===== config.mk =====
export PLATFORM = sky130hd
export DESIGN_NAME = mem_iface_flat
export DESIGN_NICKNAME = d
export VERILOG_FILES = /design/src/rtl/memif_pkg.sv /design/src/rtl/memif_if.sv /design/src/rtl/memif_wait_cnt.sv /design/src/rtl/mem_iface.sv /design/src/flat_wrapper.sv
export SDC_FILE = /design/constraint.sdc
export NUM_CORES = 1
export LEC_CHECK = 0
export CAP_MARGIN = 5
export CORE_UTILIZATION = 40
export CTS_BUF_LIST = sky130_fd_sc_hd__clkbuf_8
export DETAILED_ROUTE_END_ITERATION = 8
export PLACE_DENSITY_LB_ADDON = 0.25
export SLEW_MARGIN = 30
export SYNTH_ARGS = -nofsm -noshare
export SYNTH_HDL_FRONTEND = slang
export SYNTH_SLANG_ARGS = --single-unit

===== constraint.sdc =====
create_clock -name clk -period 2 [get_ports clk]
set_input_delay 0.5 -clock clk [delete_from_list [all_inputs] [get_ports clk]]
set_output_delay 0.5 -clock clk [all_outputs]
set_load 0.01 [all_outputs]

===== src/rtl/memif_pkg.sv =====
// Shared types and defaults for the SRAM access sequencer (mem_iface).
// The optional wait-state counter is controlled by the MEMIF_WAIT_EN macro.
package memif_pkg;

  localparam int DATA_W_DEF = 16;
  localparam int ADDR_W_DEF = 16;
  localparam int CNT_W      = 4;

  typedef enum logic [1:0] {
    IDLE = 2'd0,
    WAIT = 2'd1,
    DONE = 2'd2
  } state_t;

  typedef enum logic [1:0] {
    CMD_READ  = 2'd0,
    CMD_WRITE = 2'd1,
    CMD_FETCH = 2'd2
  } cmd_t;

endpackage


===== src/rtl/memif_if.sv =====
// Controller-side request/response bundle between the CPU control unit and mem_iface.
interface memif_if
  import memif_pkg::*;
#(
  parameter int DATA_W = DATA_W_DEF,
  parameter int ADDR_W = ADDR_W_DEF
);

  // Handshake: the controller holds a level request (mem_read/mem_write/ir_fetch
  // with addr/wdata) and freezes while busy=1; a request is taken only in IDLE,
  // done pulses for one cycle when the access completes, err pulses for one
  // cycle on an illegal request mix (write combined with read or fetch).
  logic              mem_read;
  logic              mem_write;
  logic              ir_fetch;
  logic [ADDR_W-1:0] addr;
  logic [DATA_W-1:0] wdata;
  logic [DATA_W-1:0] rdata;
  logic [DATA_W-1:0] instr;
  logic              busy;
  logic              done;
  logic              err;

  modport master (
    output mem_read, mem_write, ir_fetch, addr, wdata,
    input  rdata, instr, busy, done, err
  );

  modport slave (
    input  mem_read, mem_write, ir_fetch, addr, wdata,
    output rdata, instr, busy, done, err
  );

endinterface


===== src/rtl/memif_wait_cnt.sv =====
// 4-bit wait-state counter: loads on access start, counts down, flags zero.
// Only instantiated when MEMIF_WAIT_EN is defined.
module memif_wait_cnt
  import memif_pkg::*;
(
  input  logic             clk,
  input  logic             rst,
  input  logic             load,
  input  logic [CNT_W-1:0] load_val,
  input  logic             dec,
  output logic             zero
);

  logic [CNT_W-1:0] cnt_q;

  always_ff @(posedge clk) begin
    if (rst) begin
      cnt_q <= '0;
    end else if (load) begin
      cnt_q <= load_val;
    end else if (dec && (cnt_q != '0)) begin
      cnt_q <= cnt_q - 1'b1;
    end
  end

  assign zero = (cnt_q == '0);

endmodule


===== src/rtl/mem_iface.sv =====
// Sequences controller read/write/fetch requests onto a synchronous SRAM port.
// Define MEMIF_WAIT_EN to add WAIT_CYCLES extra wait states per access.
module mem_iface
  import memif_pkg::*;
#(
  parameter int DATA_W      = DATA_W_DEF,
  parameter int ADDR_W      = ADDR_W_DEF,
  parameter int WAIT_CYCLES = 2
)(
  input  logic              clk,
  input  logic              rst,
  memif_if.slave            bus,
  output logic              sram_ce,
  output logic              sram_we,
  output logic [ADDR_W-1:0] sram_addr,
  output logic [DATA_W-1:0] sram_wdata,
  input  logic [DATA_W-1:0] sram_rdata,
  output state_t            dbg_state
);

  state_t            state_q, state_d;
  cmd_t              cmd_q, cmd_in;
  logic [ADDR_W-1:0] addr_q;
  logic [DATA_W-1:0] wdata_q;
  logic [DATA_W-1:0] rdata_q;
  logic [DATA_W-1:0] instr_q;

  logic req_any, illegal, legal;
  logic accept, capture, cnt_zero;
  logic busy_c, done_c, err_c, ce_c, we_c;

  // Fetch outranks a simultaneous read; write may not be combined with anything.
  assign req_any = bus.mem_read | bus.mem_write | bus.ir_fetch;
  assign illegal = bus.mem_write & (bus.mem_read | bus.ir_fetch);
  assign legal   = req_any & ~illegal;

  always_comb begin
    cmd_in = CMD_WRITE;
    if (bus.ir_fetch)      cmd_in = CMD_FETCH;
    else if (bus.mem_read) cmd_in = CMD_READ;
  end

`ifdef MEMIF_WAIT_EN
  localparam logic [CNT_W-1:0] W_LOAD = CNT_W'(WAIT_CYCLES);

  memif_wait_cnt u_wait_cnt (
    .clk      (clk),
    .rst      (rst),
    .load     (accept),
    .load_val (W_LOAD),
    .dec      (state_q == WAIT),
    .zero     (cnt_zero)
  );
`else
  // No wait states: every access completes after a single WAIT cycle.
  assign cnt_zero = ((WAIT_CYCLES * 0) == 0);
`endif

  always_comb begin
    state_d = state_q;
    accept  = 1'b0;
    capture = 1'b0;
    busy_c  = 1'b0;
    done_c  = 1'b0;
    err_c   = 1'b0;
    ce_c    = 1'b0;
    we_c    = 1'b0;
    case (state_q)
      IDLE: begin
        if (illegal) begin
          err_c = 1'b1;
        end else if (legal) begin
          busy_c  = 1'b1;
          accept  = 1'b1;
          state_d = WAIT;
        end
      end
      WAIT: begin
        busy_c = 1'b1;
        ce_c   = 1'b1;
        we_c   = (cmd_q == CMD_WRITE);
        if (cnt_zero) begin
          capture = 1'b1;
          state_d = DONE;
        end
      end
      DONE: begin
        done_c  = 1'b1;
        state_d = IDLE;
      end
      default: state_d = IDLE;
    endcase
  end

  always_ff @(posedge clk) begin
    if (rst) begin
      state_q <= IDLE;
      cmd_q   <= CMD_READ;
      addr_q  <= '0;
      wdata_q <= '0;
      rdata_q <= '0;
      instr_q <= '0;
    end else begin
      state_q <= state_d;
      if (accept) begin
        cmd_q   <= cmd_in;
        addr_q  <= bus.addr;
        wdata_q <= bus.wdata;
      end
      if (capture && (cmd_q == CMD_READ))  rdata_q <= sram_rdata;
      if (capture && (cmd_q == CMD_FETCH)) instr_q <= sram_rdata;
    end
  end

  assign sram_ce    = ce_c;
  assign sram_we    = we_c;
  assign sram_addr  = addr_q;
  assign sram_wdata = wdata_q;

  assign bus.rdata = rdata_q;
  assign bus.instr = instr_q;
  assign bus.busy  = busy_c;
  assign bus.done  = done_c;
  assign bus.err   = err_c;

  assign dbg_state = state_q;

endmodule


===== src/flat_wrapper.sv =====
// flat-port wrapper written by rule: the top's interface ports become plain ports
module mem_iface_flat import memif_pkg::*;
#(
  parameter int DATA_W      = DATA_W_DEF,
  parameter int ADDR_W      = ADDR_W_DEF,
  parameter int WAIT_CYCLES = 2
)
  (clk, rst, sram_ce, sram_we, sram_addr, sram_wdata, sram_rdata, dbg_state, bus_mem_read, bus_mem_write, bus_ir_fetch, bus_addr, bus_wdata, bus_rdata, bus_instr, bus_busy, bus_done, bus_err);
  memif_if #(.DATA_W(DATA_W), .ADDR_W(ADDR_W)) bus_i ();
  input  logic clk;
  input  logic rst;
  output logic sram_ce;
  output logic sram_we;
  output logic [ADDR_W-1:0] sram_addr;
  output logic [DATA_W-1:0] sram_wdata;
  input  logic [DATA_W-1:0] sram_rdata;
  output state_t dbg_state;
  input wire logic [$bits(bus_i.mem_read)-1:0] bus_mem_read;
  input wire logic [$bits(bus_i.mem_write)-1:0] bus_mem_write;
  input wire logic [$bits(bus_i.ir_fetch)-1:0] bus_ir_fetch;
  input wire logic [$bits(bus_i.addr)-1:0] bus_addr;
  input wire logic [$bits(bus_i.wdata)-1:0] bus_wdata;
  output wire logic [$bits(bus_i.rdata)-1:0] bus_rdata;
  output wire logic [$bits(bus_i.instr)-1:0] bus_instr;
  output wire logic [$bits(bus_i.busy)-1:0] bus_busy;
  output wire logic [$bits(bus_i.done)-1:0] bus_done;
  output wire logic [$bits(bus_i.err)-1:0] bus_err;
  assign bus_i.mem_read = bus_mem_read;
  assign bus_i.mem_write = bus_mem_write;
  assign bus_i.ir_fetch = bus_ir_fetch;
  assign bus_i.addr = bus_addr;
  assign bus_i.wdata = bus_wdata;
  assign bus_rdata = bus_i.rdata;
  assign bus_instr = bus_i.instr;
  assign bus_busy = bus_i.busy;
  assign bus_done = bus_i.done;
  assign bus_err = bus_i.err;
  mem_iface #(.DATA_W(DATA_W), .ADDR_W(ADDR_W), .WAIT_CYCLES(WAIT_CYCLES)) u_core (.clk(clk), .rst(rst), .bus(bus_i), .sram_ce(sram_ce), .sram_we(sram_we), .sram_addr(sram_addr), .sram_wdata(sram_wdata), .sram_rdata(sram_rdata), .dbg_state(dbg_state));
endmodule

Word-level counts from Yosys, hierarchy flattened. Cells that the tools add are included.

Eq/ne operators: 6. Mux-type cells: 14. Bitwise logic cells: 6. Reduce and logical (&&, ||, !) cells: 5.

Operators by type and width (number): $mux 1 (9); $mux 2 (3); $eq 2x1->1 const B (2); $eq 2x2->1 const B (2); $logic_not 2->1 (2); $pmux 2 s2 (1); $or 1x1->1 (3); $and 1x1->1 (2); $logic_and 1x1->1 (2); $ne 2x1->1 const B (1); $ne 2x2->1 const B (1); $pmux 1 s2 (1); $reduce_and 2->1 (1); $not 1->1 (1).

Flip-flop bits (word level): 68. Bits of input ports: 53. Logic and storage cells: 37.

Logic depth before layout (Yosys ltp). Gate-level depths: netlist of run 1.

Depth in word-level cells: 7. Mapped depth: 5.

Least setup slack after synthesis of run 1. No wires, ideal clock.

Path type: input to register. From: in bus_ir_fetch. To: reg u_core.addr_q[0], in the netlist u_core.sram_addr[0]. Arrival time: 1432 ps. Setup slack: 497 ps. Stages: 5. Buffers on the path: 2. Path through: o21a_1 > nor4_1 > buf_4 > buf_6 > mux2i_1.

Word-level cells in the longest chain between the ends: 7. Elaborated cells on any way between the ends: 8.

Ends and longest elaborated chain: from (decl) (RTL line flat_wrapper.sv:20) `input wire logic [$bits(bus_i.ir_fetch)-1:0] bus_ir_fetch;`; $or 1x1->1 (RTL line mem_iface.sv:34) `assign illegal = bus.mem_write & (bus.mem_read | bus.ir_fetch);`; $and 1x1->1 (RTL line mem_iface.sv:34); $not 1->1 (RTL line mem_iface.sv:35) `assign legal = req_any & ~illegal;`; $and 1x1->1 (RTL line mem_iface.sv:35); $mux 1 (RTL line mem_iface.sv:72) `end else if (legal) begin`; $mux 1 * (RTL line mem_iface.sv:70) `if (illegal) begin`; $mux 1 * (RTL line mem_iface.sv:68) `case (state_q)`; to (signal assigned) (RTL line mem_iface.sv:107) `addr_q <= bus.addr;`; to (decl) (RTL line mem_iface.sv:23) `logic [ADDR_W-1:0] addr_q;`.

Every way passes the cells marked *; elsewhere a longest branch is shown, timed or not. A chain may end at the register's enable or synchronous reset.

Worst setup path after layout of run 1.
From: reg u_core.state_q[1], in the netlist u_core.dbg_state[1]. To: out sram_ce.

Word-level cells in the longest chain between the ends: 2.

Ends and longest elaborated chain: from (decl) (RTL line mem_iface.sv:21) `state_t state_q, state_d;`; from (signal assigned) (RTL line mem_iface.sv:104) `state_q <= state_d;`; $eq 2x1->1 (RTL line mem_iface.sv:68); $mux 1 (RTL line mem_iface.sv:68); to (decl) (RTL line flat_wrapper.sv:12) `output logic sram_ce;`.

No other way between the ends.

==> flow_summary_export.csv, run 1 <==
group,metric,value,unit
power,power_density,777,nW/um^2
floorplanning,row_count,29,
layout,diodes,0,
setup_path,critPathTopFamily,"buffers and inverters",
layout,syn_to_final_growth,59.2,%
logic_synthesis,yosys.area_share.simple,24.3,%
power,pwr-share-clk,36.4,%
setup_path,cp_num_buf_inv,1,
layout,drive_gt1_share,14.7,%
flow_run,max-cap-violations,0,
logic_synthesis,synth_flop_cell,"dfxtp_1",
placed_design,placed_cell_area,4090,um^2
floorplanning,start_util,41.9,%
layout,fin_cells,520,
logic_synthesis,ys_types,29,
placed_design,io_buffer_count,123,
power,p_leak,1.67,nW
power,internal_power,0.00254,W
logic_synthesis,yosysSeqAreaShare,50.3,%
sta,fin_skew,0.00823,ns
floorplanning,die_w,84.3,um
sta,fin_tns_setup,0,ns
placed_design,gp_congestion,0.732,
floorplanning,core,6460,um^2
logic_synthesis,synthMuxAreaShare,11.8,%
clocking,cts_max_path_buffers,2,
floorplanning,ios,124,
drt,vias,2482,
power,sequentialPowerShare,44.4,%
setup_path,start_kind,"flip-flop",
sta,fin_ws,0.0491,ns
logic_synthesis,yosysWarnings,0,
logic_synthesis,synth_top_family_by_area,"simple AND/OR/NAND/NOR gates",
setup_path,setup.worst_path.end_class,"output port",
logic_synthesis,synth_edf_count,0,
sta,hold_viol,0,
logic_synthesis,synth_xor_area_share,0,%
logic_synthesis,syn_area_per_cell,8.82,um^2
global_route,grt_pass1_wl,10600,um
drt,routed_via_density,4.77,
setup_path,crit_chain,"and2b_2 -> clkdlybuf4s50_1",
sta,maxSlewHeadroom,74.5,%
drt,drt-initial-drc-count,69,
logic_synthesis,synth_compound_area_share,8.31,%
placed_design,dp.cells,503,
clocking,cts_max_level,3,
logic_synthesis,synth.net_count,360,
global_route,antenna_found_initial,0,
setup_path,required,1.50,ns
outcome,status,"complete, but fails checks",
setup_path,worstPathArrival,1.45,ns
drt,dr.pass1.iters,6,
clocking,cts.clk_slew.worst_paths,0.07,ns
clocking,root_buffer,"clkbuf_8",
power,p_sw,0.000810,W
sta,setup_viol,0,
logic_synthesis,syn_inst,307,
sta,final_max_slew_viol_count,0,
logic_synthesis,async_reset_ff_share,0,%
clocking,cts_tree,"yes",
layout,num-nets-final,491,
global_route,grt-ovfl-total,0,
global_route,grt_pass1_vias,2383,
layout,design_area,4310,um^2
placed_design,preCtsSetupSlack,-0.456,ns
sta,fmax,0.513,GHz
layout,fillers,528,
clocking,hold_buffers,0,
drt,drcViolationCount,19,
clocking,cts.sinks,68,
setup_path,max_stage_delay,0.53,ns
drt,wl_per_cell,12.3,um
power,pwr-share-comb,19.1,%
drt,detail-route-antenna-nets,0,
global_route,grt_max_degree,47,
clocking,clock_latency,0.33,ns
sta,rsz0062_at_grt,"no",
power,swShare,24.2,%
power,ir_drop,0.389,mV
outcome,violations,"DRC",
floorplanning,dieArea,7100,um^2
drt,routed_wl,6400,um
sta,fin_crit_sh,97.5,%
logic_synthesis,synth_seq_cells,68,
sta,worst_pin_slew,0.383,ns
setup_path,path_max_fanout,7,
hold_path,hold_path.class,"reg2reg",
setup_path,crit_type,"reg2out",
logic_synthesis,synth_area,2710,um^2
layout,most-common-layout-cells,"nand2_1 (121), clkdlybuf4s50_1 (117), dfxtp_1 (66)",
clocking,cts_buffers,9,
sta,layout_min_cycle_time,1.95,ns
global_route,grt_usage,18.5,%
floorplanning,die_h,84.3,um
placed_design,hpwlAfterDp,4550,um
setup_path,slowest_stage,"clkdlybuf4s50_1",
logic_synthesis,synth_fa_ha_area_share,0,%
layout,mostFrequentLayoutCell,"nand2_1",
-- metrics by stage --
step / util (%) / hold slack [ns] / total power (W)
2_1_floorplan: - / 0.479 / 0.00181
6_report: 66.8 / 0.453 / 0.00335
3_3_place_gp: 63.3 / 0.441 / 0.00216
4_1_cts: 66.8 / 0.455 / 0.00340
3_5_place_dp: 63.3 / 0.445 / 0.00217
5_1_grt: 66.8 / 0.471 / 0.00352
-- final timing paths --
check | start | to | slack, ns | cells after the start
min reg2reg | u_core.bus.instr[6] | u_core.bus.instr[6] | 0.45 | 2
min | u_core.bus.instr[6] | u_core.bus.instr[6] | 0.45 | 2
max | u_core.dbg_state[1] | sram_ce | 0.05 | 2
max reg2reg | u_core.dbg_state[1] | u_core.bus.rdata[1] | 0.47 | 5
-- synthesized netlist by cell type (all sizes together) (2+ instances only) --
cell type	n	area, um^2
o21ai	2	10.0
a21oi	32	198
and2	2	12.5
buf	9	87.6
dfxtp	68	1360
clkbuf	13	51.3
nand2	131	522
and2b	2	17.5
mux2i	32	320
nor2	4	15.0
-- sequential cells by signal, summed over array words and instances, names as in the netlist --
name and count:
u_core.sram_addr 16, u_core.cmd_q 2, u_core.bus.instr 16, u_core.dbg_state 2, u_core.sram_wdata 16, u_core.bus.rdata 16
-- power groups by stage --
| stage | clock (W) | sequential [W] | combinational, W |
|---|---|---|---|
| 2_1_floorplan | 0 | 0.00156 | 0.000249 |
| 3_3_place_gp | 0 | 0.00152 | 0.000642 |
| 3_5_place_dp | 0 | 0.00152 | 0.000649 |
| 4_1_cts | 0.00126 | 0.00149 | 0.000648 |
| 5_1_grt | 0.00132 | 0.00150 | 0.000691 |
| 6_report | 0.00122 | 0.00149 | 0.000641 |
-- routing by layer --
layer / up-vias / global-route usage (%) / share of wire, %
met3: 10 / 7.18 / 9.5
met1: 1130 / 21.1 / 42
li1: 1253 / - / -
met5: - / 0 / 0
met4: 0 / 7.52 / 1.4
met2: 89 / 31.1 / 47
-- repair_timing --
item,4_1_cts,5_1_grt
endpoints found under the setup margin,5,1
pin swaps,1,1
gates resized for setup,10,3
hold endpoints to repair,0,0
setup buffers,1,0
-- layout make-up --
| cell class | instances | area [um^2] | share of cell area [%] |
|---|---|---|---|
| timing repair buffer | 142 | 1410 | 32.8 |
| sequential | 68 | 1370 | 31.7 |
| multi-input combinational | 216 | 1220 | 28.2 |
| clock buffer | 10 | 138 | 3.19 |
| tap | 77 | 96.3 | 2.23 |
| clock inverter | 6 | 78.8 | 1.83 |
| inverter | 1 | 3.75 | 0.0870 |
-- worst min-delay path: stages (launching register included) --
cell and delay (ns):
dfxtp_1 0.31, nand2_1 0.05, a21oi_1 0.05
-- cell families (layout without fill, tap and decap cells) --
kind of cell           count (synthesis)  after routing
AOI/OAI and AO/OA                     36             36
buffers and inverters                 23            159
DFF                                   68             68
muxes                                 32             32
and+or+nand+nor                      148            148
Power figures use the tool's default switching activity.
==> inputs of run 2 (changes only) <==
clock period = 2.1 ns   (was 2 ns; I/O delays follow)
==> run 2 against run 1 <==
Net effect: the flow still finishes with violations (DRC); hold slack about the same; critical path depth up 3; sequential share of layout area is 0.29 points higher; first-iteration DRC count grew 61%; clock power is 9% higher; combinational power shrank 9.2%; flip-flop and latch count unchanged; register-to-register slack improved by 0.09 ns; sequential power is 5% lower; non-clock buffer count decreased by 6; global-route usage increased by 0.34 points; critical path type is now in2out; critical endpoint is now bus_busy.
==> flow_summary_export.csv, run 2 (synthesis results as in run 1) <==
group,metric,value,unit
sta,maxSlewHeadroom,74.1,%
drt,drt-initial-drc-count,111,
global_route,grt_usage,18.9,%
setup_path,setup.worst_path.end_class,"output port",
clocking,cts_max_level,3,
sta,final_max_slew_viol_count,0,
power,p_leak,1.64,nW
layout,fin_cells,514,
clocking,cts.clk_slew.worst_paths,0.07,ns
global_route,grt_max_degree,71,
layout,mostFrequentLayoutCell,"nand2_1",
global_route,grt-ovfl-total,0,
clocking,post_cts_resize_count,11,
drt,dr.pass1.iters,6,
setup_path,r2r_end,"u_core.bus.rdata[5]",
global_route,grt_pass1_vias,2248,
global_route,antenna_found_initial,0,
drt,vias,2434,
global_route,grt_pass1_wl,10600,um
setup_path,crit_type,"in2out",
setup_path,worstPathArrival,1.52,ns
sta,fin_tns_setup,0,ns
clocking,cts.sinks,68,
placed_design,dp.cells,498,
sta,layout_min_cycle_time,2.04,ns
clocking,hold_buffers,0,
floorplanning,die_w,84.3,um
drt,routed_via_density,4.74,
placed_design,io_buffer_count,123,
power,ir_drop,0.479,mV
drt,drcViolationCount,18,
setup_path,r2r-start,"u_core.dbg_state[1]",
placed_design,placed_cell_area,4030,um^2
layout,regArea,1370,um^2
layout,fillers,548,
layout,multi_input_area,1220,um^2
placed_design,gp_congestion,0.748,
setup_path,r2r_cells,5,
layout,design_area,4280,um^2
placed_design,hpwlAfterDp,4440,um
layout,diodes,0,
setup_path,start_kind,"input pin",
drt,routed_wl,6510,um
floorplanning,ios,124,
clocking,cts_tree,"yes",
floorplanning,dieArea,7100,um^2
setup_path,required,1.57,ns
setup_path,path_max_fanout,3,
sta,worst_pin_slew,0.388,ns
clocking,cts_buffers,9,
clocking,cts_setup_buffers,0,
outcome,violations,"DRC",
setup_path,critPathLaunch,"bus_mem_read",
sta,fin_crit_sh,97.4,%
layout,most-common-layout-cells,"nand2_1 (121), clkdlybuf4s50_1 (117), dfxtp_1 (66)",
sta,rsz0062_at_grt,"no",
sta,setup_viol,0,
clocking,clock_latency,0.34,ns
floorplanning,row_count,29,
clocking,root_buffer,"clkbuf_8",
floorplanning,core,6460,um^2
outcome,status,"complete, but fails checks",
power,power_density,778,nW/um^2
floorplanning,start_util,41.9,%
clocking,cts_max_path_buffers,2,
setup_path,cp-endpoint,"bus_busy",
sta,fin_skew,0.00655,ns
layout,num-nets-final,485,
hold_path,hold_path.class,"reg2reg",
layout,drive_gt1_share,13.3,%
flow_run,max-cap-violations,0,
layout,syn_to_final_growth,58.1,%
setup_path,regToRegSetupSlack,0.56,ns
sta,fmax,0.489,GHz
drt,wl_per_cell,12.7,um
sta,hold_viol,0,
drt,detail-route-antenna-nets,0,
floorplanning,die_h,84.3,um
## run 2: cell count changes in the layout (fill, tap and decap cells not counted), moves of 2 or more
cell           previous run  this run
buf_12                    4         2
buf_4                    15        11
clkinv_2                  3         1
dlygate4sd2_1             4         6
## run 2: routing by layer
metal / wire, um / GRT usage (%) / up-vias
met2: 3040 / 29.8 / 86
met5: 0 / 0 / -
met3: 647 / 8.06 / 7
met1: 2740 / 22.6 / 1091
met4: 80 / 7.84 / 0
li1: - / - / 1250
## run 2: final cells by class
type	instances	share of cell area, %
repair buffers	136	31.4
clock inverters	5	2.31
multi-input cells	216	28.4
clock buffers	11	3.54
well taps	77	2.25
inverters	1	0.0877
flip-flops and latches	68	32.0
## run 2: report_power, final
part           leakage [nW]  switching (W)  internal (W)
logic                 0.956       0.000246      0.000336
clock network         0.131       0.000481      0.000848
registers             0.557      0.0000495       0.00137
total                  1.64       0.000777       0.00255
## run 2: per-stage QoR
step / power (W) / hold slack (ns) / util [%] / setup slack, ns
finish: 0.00333 / 0.453 / 66.3 / 0.0554
global route: 0.00349 / 0.476 / 66.3 / 0.0253
CTS: 0.00336 / 0.456 / 66.3 / 0.0522
detailed placement: 0.00204 / 0.446 / 62.3 / -0.394
global placement: 0.00203 / 0.441 / 62.3 / -0.360
floorplan: 0.00172 / 0.479 / - / 0.572
## run 2: how the worst min path moves through the flow
stage	to	start	cells after the start	slack [ns]
global route	u_core.bus.instr[8]	u_core.bus.instr[8]	2	0.48
global placement	u_core.sram_addr[10]	u_core.sram_addr[10]	2	0.44
finish	u_core.bus.instr[4]	u_core.bus.instr[4]	2	0.45
detailed placement	u_core.bus.instr[11]	u_core.bus.instr[11]	2	0.45
CTS	u_core.bus.instr[4]	u_core.bus.instr[4]	2	0.46
floorplan	u_core.sram_addr[0]	u_core.sram_addr[0]	2	0.48
## run 2: worst max-delay path: stages
cell	delay, ns
dlygate4sd2_1	0.26
nor3_2	0.21
nor2_1	0.06
o21ba_2	0.19
dlygate4sd2_1	0.27
